### config.mk
export PLATFORM = sky130hd
export DESIGN_NAME = fft_bfly_sched
export DESIGN_NICKNAME = d
export VERILOG_FILES = /design/src/rtl/fft_pkg.sv /design/src/rtl/fft_pair_addr.sv /design/src/rtl/fft_bfly_sched.sv
export SDC_FILE = /design/constraint.sdc
export NUM_CORES = 1
export LEC_CHECK = 0
export CORE_AREA = 3 3 64 66
export DETAILED_ROUTE_END_ITERATION = 8
export DIE_AREA = 0 0 67 69
export GPL_TIMING_DRIVEN = 1
export HOLD_SLACK_MARGIN = 0.1
export PLACE_DENSITY = 0.46
export RECOVER_POWER = 25
export SKIP_CTS_REPAIR_TIMING = 1
export SYNTH_ARGS = -nofsm -noshare
export SYNTH_HDL_FRONTEND = slang
export SYNTH_SLANG_ARGS = --single-unit
### constraint.sdc
create_clock -name clk -period 8.65 [get_ports clk]
set_clock_uncertainty 0.15 [all_clocks]
set_input_delay 2.1625 -clock clk [delete_from_list [all_inputs] [get_ports clk]]
set_output_delay 2.1625 -clock clk [all_outputs]
set_load 0.05 [all_outputs]
### src/rtl/fft_pkg.sv
`default_nettype none
// +--------------------------------------------------------------------------+
// | fft_pkg                                                                  |
// | Widths and FSM encoding shared by the FFT scheduler, twiddle ROM and     |
// | butterfly datapath.                                                      |
// | Rev 1.0 - initial release                                                |
// +--------------------------------------------------------------------------+
package fft_pkg;

    localparam int LOG2N_DEF = 3;
    localparam int N_DEF     = 1 << LOG2N_DEF;
    localparam int ADDR_W    = LOG2N_DEF;
    localparam int TW_W      = LOG2N_DEF - 1;
    localparam int STAGE_W   = $clog2(LOG2N_DEF);

    typedef enum logic [1:0] {
        ST_IDLE  = 2'd0,
        ST_RUN   = 2'd1,
        ST_DRAIN = 2'd2,
        ST_FIN   = 2'd3
    } sched_state_t;

endpackage
`default_nettype wire

### src/rtl/fft_pair_addr.sv
`default_nettype none
// +--------------------------------------------------------------------------+
// | fft_pair_addr                                                            |
// | Combinational (stage, pair) -> operand addresses and twiddle index for   |
// | an in-place radix-2 DIT butterfly.                                       |
// | Rev 1.0 - initial release                                                |
// +--------------------------------------------------------------------------+
module fft_pair_addr
    import fft_pkg::*;
#(
    parameter int LOG2N = LOG2N_DEF
) (
    input  logic [$clog2(LOG2N)-1:0] s,
    input  logic [LOG2N-2:0]         j,
    output logic [LOG2N-1:0]         addr_a,
    output logic [LOG2N-1:0]         addr_b,
    output logic [LOG2N-2:0]         tw_idx
);

    localparam int c_stage_w = $clog2(LOG2N);

    logic [LOG2N-1:0]     w_j;
    logic [LOG2N-1:0]     w_span;
    logic [LOG2N-1:0]     w_mask;
    logic [LOG2N-1:0]     w_pos;
    logic [c_stage_w-1:0] w_tw_sh;

    // Group bits of j shift up one place to open the gap for the b operand.
    always_comb begin
        w_j     = {1'b0, j};
        w_span  = LOG2N'(1) << s;
        w_mask  = w_span - LOG2N'(1);
        w_pos   = w_j & w_mask;
        addr_a  = ((w_j & ~w_mask) << 1) | w_pos;
        addr_b  = addr_a | w_span;
        w_tw_sh = c_stage_w'(LOG2N - 1) - s;
        tw_idx  = w_pos[LOG2N-2:0] << w_tw_sh;
    end

endmodule
`default_nettype wire

### src/rtl/fft_bfly_sched.sv
`default_nettype none
// +--------------------------------------------------------------------------+
// | fft_bfly_sched                                                           |
// | Radix-2 DIT butterfly issue scheduler with outstanding-writeback         |
// | throttle and stage barrier. FFT_SCHED_INV_EN adds inv / tw_conj.         |
// | Rev 1.0 - initial release                                                |
// +--------------------------------------------------------------------------+
module fft_bfly_sched
    import fft_pkg::*;
#(
    parameter int LOG2N   = LOG2N_DEF,
    parameter int MAX_OUT = 4
) (
    input  logic                     clk,
    input  logic                     rst_n,
    input  logic                     start,
    output logic                     busy,
    output logic                     done,
    output logic                     iss_valid,
    input  logic                     iss_ready,
    output logic [LOG2N-1:0]         addr_a,
    output logic [LOG2N-1:0]         addr_b,
    output logic [LOG2N-2:0]         tw_idx,
    output logic [$clog2(LOG2N)-1:0] stage,
    input  logic                     wb_ack,
`ifdef FFT_SCHED_INV_EN
    input  logic                     inv,
    output logic                     tw_conj,
`endif
    output logic                     err
);

    localparam int c_stage_w = $clog2(LOG2N);
    localparam int c_j_w     = LOG2N - 1;
    localparam int c_out_w   = $clog2(MAX_OUT + 1);
    localparam logic [c_j_w-1:0]     c_j_last  = '1;
    localparam logic [c_stage_w-1:0] c_s_last  = c_stage_w'(LOG2N - 1);
    localparam logic [c_out_w-1:0]   c_max_out = c_out_w'(MAX_OUT);

    sched_state_t         r_state;
    sched_state_t         w_state_nxt;
    logic [c_stage_w-1:0] r_s;
    logic [c_stage_w-1:0] w_s_nxt;
    logic [c_j_w-1:0]     r_j;
    logic [c_j_w-1:0]     w_j_nxt;
    logic [c_out_w-1:0]   r_out;
    logic [c_out_w-1:0]   w_out_nxt;
    logic                 r_busy;
    logic                 r_done;
    logic                 r_valid;
    logic                 r_err;
    logic [LOG2N-1:0]     r_addr_a;
    logic [LOG2N-1:0]     r_addr_b;
    logic [c_j_w-1:0]     r_tw;
    logic                 w_busy_nxt;
    logic                 w_done_nxt;
    logic                 w_valid_nxt;
    logic                 w_err_nxt;
    logic [LOG2N-1:0]     w_pair_a;
    logic [LOG2N-1:0]     w_pair_b;
    logic [c_j_w-1:0]     w_pair_tw;
    logic [LOG2N-1:0]     w_addr_a_nxt;
    logic [LOG2N-1:0]     w_addr_b_nxt;
    logic [c_j_w-1:0]     w_tw_nxt;
    logic                 w_accept;
    logic                 w_xfer;
    logic                 w_ack_ok;
    logic                 w_ack_bad;

    assign w_accept  = (r_state == ST_IDLE) && start;
    assign w_xfer    = r_valid && iss_ready;
    assign w_ack_bad = wb_ack && (r_out == '0);
    assign w_ack_ok  = wb_ack && !w_ack_bad;
    // Cannot wrap: issue stops at MAX_OUT and a stray ack is absorbed at zero.
    assign w_out_nxt = r_out + c_out_w'(w_xfer) - c_out_w'(w_ack_ok);

    always_ff @(posedge clk or negedge rst_n) begin
        if (!rst_n) begin
            r_state <= ST_IDLE;
        end else begin
            r_state <= w_state_nxt;
        end
    end

    always_comb begin
        w_state_nxt = r_state;
        case (r_state)
            ST_IDLE: begin
                if (start) w_state_nxt = ST_RUN;
            end
            ST_RUN: begin
                if (w_xfer && (r_j == c_j_last)) w_state_nxt = ST_DRAIN;
            end
            ST_DRAIN: begin
                if (w_out_nxt == '0) w_state_nxt = (r_s == c_s_last) ? ST_FIN : ST_RUN;
            end
            ST_FIN: begin
                w_state_nxt = ST_IDLE;
            end
            default: begin
                w_state_nxt = ST_IDLE;
            end
        endcase
    end

    fft_pair_addr #(
        .LOG2N (LOG2N)
    ) u_pair_addr (
        .s      (w_s_nxt),
        .j      (w_j_nxt),
        .addr_a (w_pair_a),
        .addr_b (w_pair_b),
        .tw_idx (w_pair_tw)
    );

    always_comb begin
        w_s_nxt = r_s;
        w_j_nxt = r_j;
        if (w_accept) begin
            w_s_nxt = '0;
            w_j_nxt = '0;
        end else if ((r_state == ST_RUN) && w_xfer && (r_j != c_j_last)) begin
            w_j_nxt = r_j + c_j_w'(1);
        end else if ((r_state == ST_DRAIN) && (w_state_nxt == ST_RUN)) begin
            w_s_nxt = r_s + c_stage_w'(1);
            w_j_nxt = '0;
        end
        w_busy_nxt  = (w_state_nxt == ST_RUN) || (w_state_nxt == ST_DRAIN);
        w_done_nxt  = (w_state_nxt == ST_FIN);
        w_valid_nxt = (w_state_nxt == ST_RUN) && (w_out_nxt < c_max_out);
        w_err_nxt   = (r_err && !w_accept) || w_ack_bad;
        w_addr_a_nxt = '0;
        w_addr_b_nxt = '0;
        w_tw_nxt     = '0;
        if (w_state_nxt == ST_RUN) begin
            w_addr_a_nxt = w_pair_a;
            w_addr_b_nxt = w_pair_b;
            w_tw_nxt     = w_pair_tw;
        end
    end

    always_ff @(posedge clk or negedge rst_n) begin
        if (!rst_n) begin
            r_s      <= '0;
            r_j      <= '0;
            r_out    <= '0;
            r_busy   <= 1'b0;
            r_done   <= 1'b0;
            r_valid  <= 1'b0;
            r_err    <= 1'b0;
            r_addr_a <= '0;
            r_addr_b <= '0;
            r_tw     <= '0;
        end else begin
            r_s      <= w_s_nxt;
            r_j      <= w_j_nxt;
            r_out    <= w_out_nxt;
            r_busy   <= w_busy_nxt;
            r_done   <= w_done_nxt;
            r_valid  <= w_valid_nxt;
            r_err    <= w_err_nxt;
            r_addr_a <= w_addr_a_nxt;
            r_addr_b <= w_addr_b_nxt;
            r_tw     <= w_tw_nxt;
        end
    end

`ifdef FFT_SCHED_INV_EN
    logic r_tw_conj;

    always_ff @(posedge clk or negedge rst_n) begin
        if (!rst_n) begin
            r_tw_conj <= 1'b0;
        end else if (w_accept) begin
            r_tw_conj <= inv;
        end
    end

    assign tw_conj = r_tw_conj;
`endif

    assign busy      = r_busy;
    assign done      = r_done;
    assign iss_valid = r_valid;
    assign addr_a    = r_addr_a;
    assign addr_b    = r_addr_b;
    assign tw_idx    = r_tw;
    assign stage     = r_s;
    assign err       = r_err;

endmodule
`default_nettype wire

; ---- Yosys cells after proc, flatten, opt, wreduce, memory -nomap -nowiden
; Cells that the tools add are included.
; Widths: inputs -> output; s select.
[totals]
reg_bits = 21
latch_bits = 0
ram_bits = 0
mem_bits_ro = 0
memories = 0
[classes]
add_sub_neg = 6
multipliers = 0
div = 0
n_lt_le_gt_ge = 1
eq_ne = 9
shift = 2
n_mux = 14
bitwise_logic = 5
n_reduce_logical = 17
[op_table]
columns = cell, count
row1 = $mux 2, 11
row2 = $eq 2x2->1 const B, 6
row3 = $logic_and 1x1->1, 10
row4 = $pmux 2 s4, 1
row5 = $logic_not 3->1, 2
row6 = $mux 3, 2
row7 = $or 3x3->3, 2
row8 = $add 2x1->2 const B, 2
row9 = $eq 2x1->1 const B, 2
row10 = $add 3x1->3, 1
row11 = $and 2x3->3, 1
row12 = $lt 3x3->1 const B, 1
row13 = $shl 1x2->3 const A, 1
row14 = $sub 3x1->3, 1
row15 = $sub 3x1->3 const B, 1
row16 = $and 2x2->2, 1
row17 = $logic_not 1->1, 2
row18 = $logic_not 2->1, 1
row19 = $logic_or 1x1->1, 2
row20 = $ne 2x2->1 const B, 1
row21 = $not 2->2, 1
row22 = $shl 2x2->2, 1
row23 = $sub 2x2->2 const A, 1

; ---- Logic depth before layout (Yosys ltp)
; Gate-level depths: netlist of the first run.
[logic_depth]
depth_word = 20
ltp_mapped = 21

; ---- By module
; From an unflattened synthesis of the first run, not the netlist that was laid out.
[hier_totals]
hier_cells = 97
hier_area_um2 = 1084.8
[by_module_without_submodules]
columns = mod, n_inst, cells_per_inst, area_per_inst_um2, seq_area_each_um2
row1 = fft_bfly_sched, 1, 76, 933.4, 525.5
row2 = fft_pair_addr, 1, 21, 151.4, 0.0

; ---- Worst setup path before layout of the first run
; OpenSTA, ideal clock, no wires.
[synth_timing]
path_kind = input to register
start = input port iss_ready
end = register r_tw[1], in the netlist tw_idx[1]
setup_ns = 0.078
arrival_time_ns = 5.638
required_ns = 8.422
slack_ns = 2.784
stages = 19
n_path_buf = 2
cell_sequence = nand2_1 ha_1 inv_1 ha_1 fa_1 xnor3_1 or3_1 o22ai_1 ha_1 clkbuf_1 and3b_1 xnor2_1 nand2_1 ha_1 clkbuf_1 xor2_1 nor2_1 o21ai_0 o2bb2ai_1
[synth_between]
elab_chain_cells = 16
elab_cells_between_ends = 24
classes_between = add/sub (4) / eq/ne (1) / shift (2) / mux (10) / bitwise (1) / reduce/logical (6)
[synth_lines]
columns = element, line_no
row1 = start: declaration, fft_bfly_sched.sv:20  ; input logic iss_ready,
row2 = $logic_and 1x1->1 (*), fft_bfly_sched.sv:71  ; assign w_xfer = r_valid && iss_ready;
row3 = $add 3x1->3 (*), fft_bfly_sched.sv:75  ; assign w_out_nxt = r_out + c_out_w'(w_xfer) - c_out_w'(w_ack_ok);
row4 = $sub 3x1->3 (*), fft_bfly_sched.sv:75
row5 = named net w_out_nxt[2], fft_bfly_sched.sv:47  ; logic [c_out_w-1:0] w_out_nxt;
row6 = $logic_not 3->1 (*), fft_bfly_sched.sv:95  ; if (w_out_nxt == '0) w_state_nxt = (r_s == c_s_last) ? ST_FIN : ST_RUN;
row7 = $mux 2 (*), fft_bfly_sched.sv:95
row8 = $pmux 2 s4 (*), fft_bfly_sched.sv:87  ; case (r_state)
row9 = named net w_state_nxt[0], fft_bfly_sched.sv:41  ; sched_state_t w_state_nxt;
row10 = (+3 left out), n/a
row11 = $mux 2, fft_bfly_sched.sv:122  ; end else if ((r_state == ST_RUN) && w_xfer && (r_j != c_j_last)) begin
row12 = $mux 2, fft_bfly_sched.sv:119  ; if (w_accept) begin
row13 = $shl 1x2->3, fft_pair_addr.sv:31  ; w_span = LOG2N'(1) << s;
row14 = $sub 3x1->3, fft_pair_addr.sv:32  ; w_mask = w_span - LOG2N'(1);
row15 = $and 2x3->3, fft_pair_addr.sv:33  ; w_pos = w_j & w_mask;
row16 = $shl 2x2->2, fft_pair_addr.sv:37  ; tw_idx = w_pos[LOG2N-2:0] << w_tw_sh;
row17 = $mux 2 (*), fft_bfly_sched.sv:135  ; if (w_state_nxt == ST_RUN) begin
row18 = named net w_tw_nxt[1], fft_bfly_sched.sv:64  ; logic [c_j_w-1:0] w_tw_nxt;
row19 = end signal: assignment, fft_bfly_sched.sv:164  ; r_tw <= w_tw_nxt;
row20 = end: declaration, fft_bfly_sched.sv:54  ; logic [c_j_w-1:0] r_tw;
; Mark *: on every way through the listed nets, which the timed path passes. The rest lies on a longest branch.

; ---- Final worst setup path of the first run
; Ends and elaborated chain as after synthesis.

==> results.json, run 1 <==
{
  "status": "completed",
  "yosys.area_share.simple_pct": 16.1,
  "vdd_ir_drop_max_mv": 0.141,
  "gp_congestion": 0.758,
  "htree_levels": 1,
  "regArea_um2": 526,
  "place_area_mm2": 0.00128,
  "syn_nets": 110,
  "avgRoutedWirePerCell_um": 13.6,
  "dp.final_hpwl_um": 1570,
  "wl_met3_um": 121,
  "clock-sinks": 21,
  "critPathArrivalTime_ps": 6480,
  "path_cells": "clkdlybuf4s50_1, nand2_1, ha_1, inv_1, ha_1, fa_1, xnor3_1, or3_1, o22ai_1, ha_1, and3b_1, xnor2_1, nand2_1, ha_1, xor2_1, nor2_1, o21ai_0, o2bb2ai_1",
  "m1WireLength_um": 1100,
  "startpoint_type": "input pin",
  "dieHeight_um": 69,
  "critPathMaxStageDelay_ps": 490,
  "slew_violations": 0,
  "place_ws_ps": 1940,
  "cts_buffers": 3,
  "vias": 771,
  "pin_count": 19,
  "totalWireLength_um": 2210,
  "syn2layout_area_growth_pct": 25.1,
  "crit_buf_inv": 2,
  "hold_ws_ps": 361,
  "core_mm2": 0.00363,
  "final_area_mm2": 0.00133,
  "drive_above_1_share_pct": 6.96,
  "yosysSeqAreaShare_pct": 49.6,
  "hold_violations": 0,
  "critical_path.max_fanout": 9,
  "ys_ff_latch": 21,
  "final_common_cell": "dfrtp_1",
  "fmax_mhz": 155,
  "power.leakage_nw": 0.611,
  "crit_top_cell": "ha_1",
  "synth_cells": 96,
  "path_delay_family": "adder cells",
  "multi_input_area_um2": 474,
  "start_util_pct": 29.2,
  "tns_ps": 0,
  "nets": 130,
  "yosys_warnings": 0,
  "nFillCells": 385,
  "rsz0062_at_grt": "false",
  "final_core_util_pct": 36.5,
  "diodes": 0,
  "clk-insertion-delay-late_ps": 260,
  "tightest_slew_ps": 993,
  "grt_start_max_net_pins": 22,
  "die_area_mm2": 0.00462,
  "grt_usage_pct": 10.9,
  "finalWorstSetupSlack_ps": 2200,
  "drc": 0,
  "antenna_found_initial": 0,
  "synth_top_family_by_area": "simple AND/OR/NAND/NOR gates",
  "synthMuxAreaShare_pct": 0,
  "clockBufferDepth": 2,
  "maxSlewHeadroom_pct": 33.6,
  "maxCapViolations": 0,
  "die_w_um": 67,
  "grt_overflow": 0,
  "synth_compound_area_share_pct": 12.8,
  "final_cell_mix": "dfrtp_1 (21), clkdlybuf4s50_1 (17), inv_1 (10)",
  "drtPass1Iterations": 4,
  "ant_nets": 0,
  "rows": 22,
  "synth_area_mm2": 0.00106,
  "top_layer": "met4",
  "synth_xor_xnor_area_share_pct": 4.60,
  "vias_per_cell": 4.73,
  "setup_viol": 0,
  "drt_iter0_drc": 27,
  "period_needed_ps": 6450,
  "wl_met2_um": 965,
  "synthDistinctLibCells": 38,
  "avgSynthCellArea_um2": 11.0,
  "min_period_over_period_pct": 74.5,
  "clk_pin_slew_ps": 70,
  "cts_tree": "built",
  "crit_required_ps": 8680,
  "grt_pass1_vias": 851,
  "crit_slowest_cell": "clkdlybuf4s50_1",
  "end_kind": "register",
  "power.density_mw_per_mm2": 415,
  "cts-root-buf": "clkbuf_8",
  "grt_first_pass_wirelength_um": 3890,
  "hold_path.class": "register to register",
  "critical_path_class": "input pin to register",
  "port_buffers": 18,
  "synthAdderAreaFrac_pct": 11.3
}
## synth_stat cells, drive strengths merged
library cell   n  area (um^2)
dfrtp         21          526
fa             1         20.0
clkbuf         2         7.51
a221oi         1         8.76
nor3b          1         7.51
or3            1         6.26
inv           11         41.3
or3b           2         20.0
o32ai          1         8.76
ha             8          100
nand2          6         22.5
nand3b         1         7.51
o22ai          3         18.8
and3b          1         8.76
nand4b         1         8.76
o2bb2ai        2         17.5
o211a          2         20.0
nor2b          2         12.5
xnor2          2         17.5
nor4           1         6.26
xnor3          1         22.5
o21a           1         7.51
o22a           1         8.76
nand2b         1         6.26
nand4          1         6.26
nand3          1         5.00
nor2           6         22.5
a22o           1         8.76
buf            1         11.3
xor2           1         8.76
nor3           5         30.0
o211ai         1         7.51
o21ai          5         28.8
## routing by layer
layer | up-vias | global-route usage (%)
met5 | - | 0
met4 | 0 | 4.28
met3 | 4 | 3.26
met2 | 18 | 15.7
met1 | 376 | 15.1
li1 | 373 | -
## through the flow
step	total power, mW	cells
6_report	0.551	163
5_1_grt	0.598	163
4_1_cts	0.557	163
3_5_place_dp	0.488	159
3_3_place_gp	0.485	159
2_1_floorplan	0.398	96
## final cells by class
cell class	instances	share of cell area [%]
tap	48	4.53
clock buffer	4	3.40
timing repair buffer	18	13.6
sequential	21	39.6
multi-input combinational	61	35.8
inverter	11	3.11
## sequential cells by signal, summed over array words and instances (netlist names)
name	cells
r_out	3
r_state	2
addr_b	3
iss_valid	1
done	1
addr_a	3
stage	2
r_j	2
tw_idx	2
busy	1
err	1
## cell families (layout without fill, tap and decap cells)
group	after synthesis	count (layout)
AOI/OAI and AO/OA	18	18
xor gates and xnor gates	4	4
adders and majority gates	9	9
buffers and inverters	14	33
DFF	21	21
and+or+nand+nor	30	30
## report_power, final
group	internal [mW]	total [mW]	switching, mW
sequential	0.139	0.164	0.0257
clock	0.0328	0.0629	0.0301
combinational	0.122	0.323	0.201
## path summary, 6_finish.rpt
check / startpoint / end / slack [ps] / cells past startpoint
worst max-delay path: iss_ready / tw_idx[1] / 2200 / 18
worst min-delay path: err / err / 360 / 1
worst max register to register: r_out[1] / tw_idx[1] / 4040 / 18
worst min register to register: err / err / 360 / 1
max in group asynchronous: rst_n / addr_a[2] / 5380 / 1
min in group asynchronous: rst_n / r_out[0] / 2370 / 1
Note: power is estimated with default switching activity, not from simulation.
==> inputs of run 2 (changes only) <==
- clock period: 8.65 -> 6.4 ns (I/O delays scaled with it)
==> results.json, run 2 (synthesis results as in run 1) <==
{
  "cts_tree": "built",
  "power.density_mw_per_mm2": 561,
  "min_period_over_period_pct": 87.2,
  "rsz0062_at_grt": "false",
  "critical_path_class": "input pin to register",
  "crit_required_ps": 6430,
  "nets": 131,
  "clock-sinks": 21,
  "tightest_slew_ps": 974,
  "critPathMaxStageDelay_ps": 480,
  "critical_path.max_fanout": 8,
  "final_cell_mix": "dfrtp_1 (21), clkdlybuf4s50_1 (17), inv_1 (10)",
  "clk-insertion-delay-late_ps": 260,
  "grt_start_max_net_pins": 22,
  "grt_first_pass_wirelength_um": 3660,
  "vdd_ir_drop_max_mv": 0.227,
  "vias_per_cell": 4.64,
  "critPathArrivalTime_ps": 5610,
  "clockBufferDepth": 2,
  "dieHeight_um": 69,
  "totalWireLength_um": 2170,
  "crit_top_cell": "ha_1",
  "start_util_pct": 29.2,
  "cts_buffers": 3,
  "clk_pin_slew_ps": 80,
  "end_kind": "register",
  "drive_above_1_share_pct": 7.76,
  "die_area_mm2": 0.00462,
  "diodes": 0,
  "vias": 761,
  "hold_violations": 0,
  "crit_slowest_cell": "clkdlybuf4s50_1",
  "startpoint_type": "input pin",
  "period_needed_ps": 5580,
  "rows": 22,
  "core_mm2": 0.00363,
  "tns_ps": 0,
  "grt_usage_pct": 10.2,
  "cp-startpoint": "iss_ready",
  "grt_overflow": 0,
  "status": "completed",
  "maxCapViolations": 0,
  "power.leakage_nw": 0.615,
  "fmax_mhz": 179,
  "grt_pass1_vias": 780,
  "hold_path.class": "register to register",
  "final_common_cell": "dfrtp_1",
  "syn2layout_area_growth_pct": 25.9,
  "setup_viol": 0,
  "htree_levels": 1,
  "path_cells": "clkdlybuf4s50_1, nand2_1, ha_1, inv_1, ha_1, fa_1, xnor3_1, or3_1, o22ai_1, ha_1, and3b_1, xnor2_1, nand2_1, ha_1, xor2_1, nor2_1, o21ai_0, o2bb2ai_1",
  "drtPass1Iterations": 4,
  "die_w_um": 67,
  "port_buffers": 18,
  "ant_nets": 0,
  "slew_violations": 0,
  "power_uw": 748,
  "gp_congestion": 0.752,
  "r2r_start": "r_out[1]",
  "antenna_found_initial": 0,
  "cts-root-buf": "clkbuf_8",
  "avgRoutedWirePerCell_um": 13.2,
  "pin_count": 19,
  "dp.final_hpwl_um": 1560,
  "drc": 0,
  "maxSlewHeadroom_pct": 34.8,
  "drt_iter0_drc": 44,
  "min_from": "err"
}
run 2: path summary, 6_finish.rpt:
kind,slack [ps],to,cells after the start
max,820,tw_idx[1],18
min,360,err,1
max reg2reg,2080,tw_idx[1],18
min reg2reg,360,err,1
max in group asynchronous,3720,stage[1],1
min in group asynchronous,1790,r_out[1],1
run 2: critical path: cells and delay by family:
| kind | cells | cell delay, ps |
|---|---|---|
| AO/OA/AOI/OAI | 3 | 490 |
| XOR/XNOR | 3 | 610 |
| buffers and inverters | 2 | 520 |
| adder cells (fa/ha/maj) | 5 | 1390 |
| AND/OR/NAND/NOR | 5 | 990 |
run 2: final cells by class:
cell class	count	area (um^2)
clock buffer	4	45.0
fill	368	2300
inverter	11	41.3
multi-input combinational	61	474
sequential	21	526
tap	48	60.1
timing repair buffer	19	188
run 2: stage by stage:
step	hold WS, ps	utilization [%]	setup slack [ps]	instance area [um^2]	instances
finish	360	36.7	822	1330	164
global route	399	36.7	489	1330	164
CTS	366	36.7	778	1330	164
detailed placement	344	35.5	536	1290	160
global placement	338	35.5	574	1290	160
floorplan	345	-	1100	1060	96
run 2: routing by layer:
layer	vias to the layer above	part of all wire, %	GRT usage, %
met5	-	0	0
met4	0	1.4	4.05
met3	3	5.1	2.44
met2	22	45	15.0
met1	362	49	14.3
li1	374	-	-
run 2: power by group:
group,switching (mW),internal (mW)
sequential,0.0332,0.187
combinational,0.272,0.168
clock,0.0440,0.0444
total,0.349,0.399
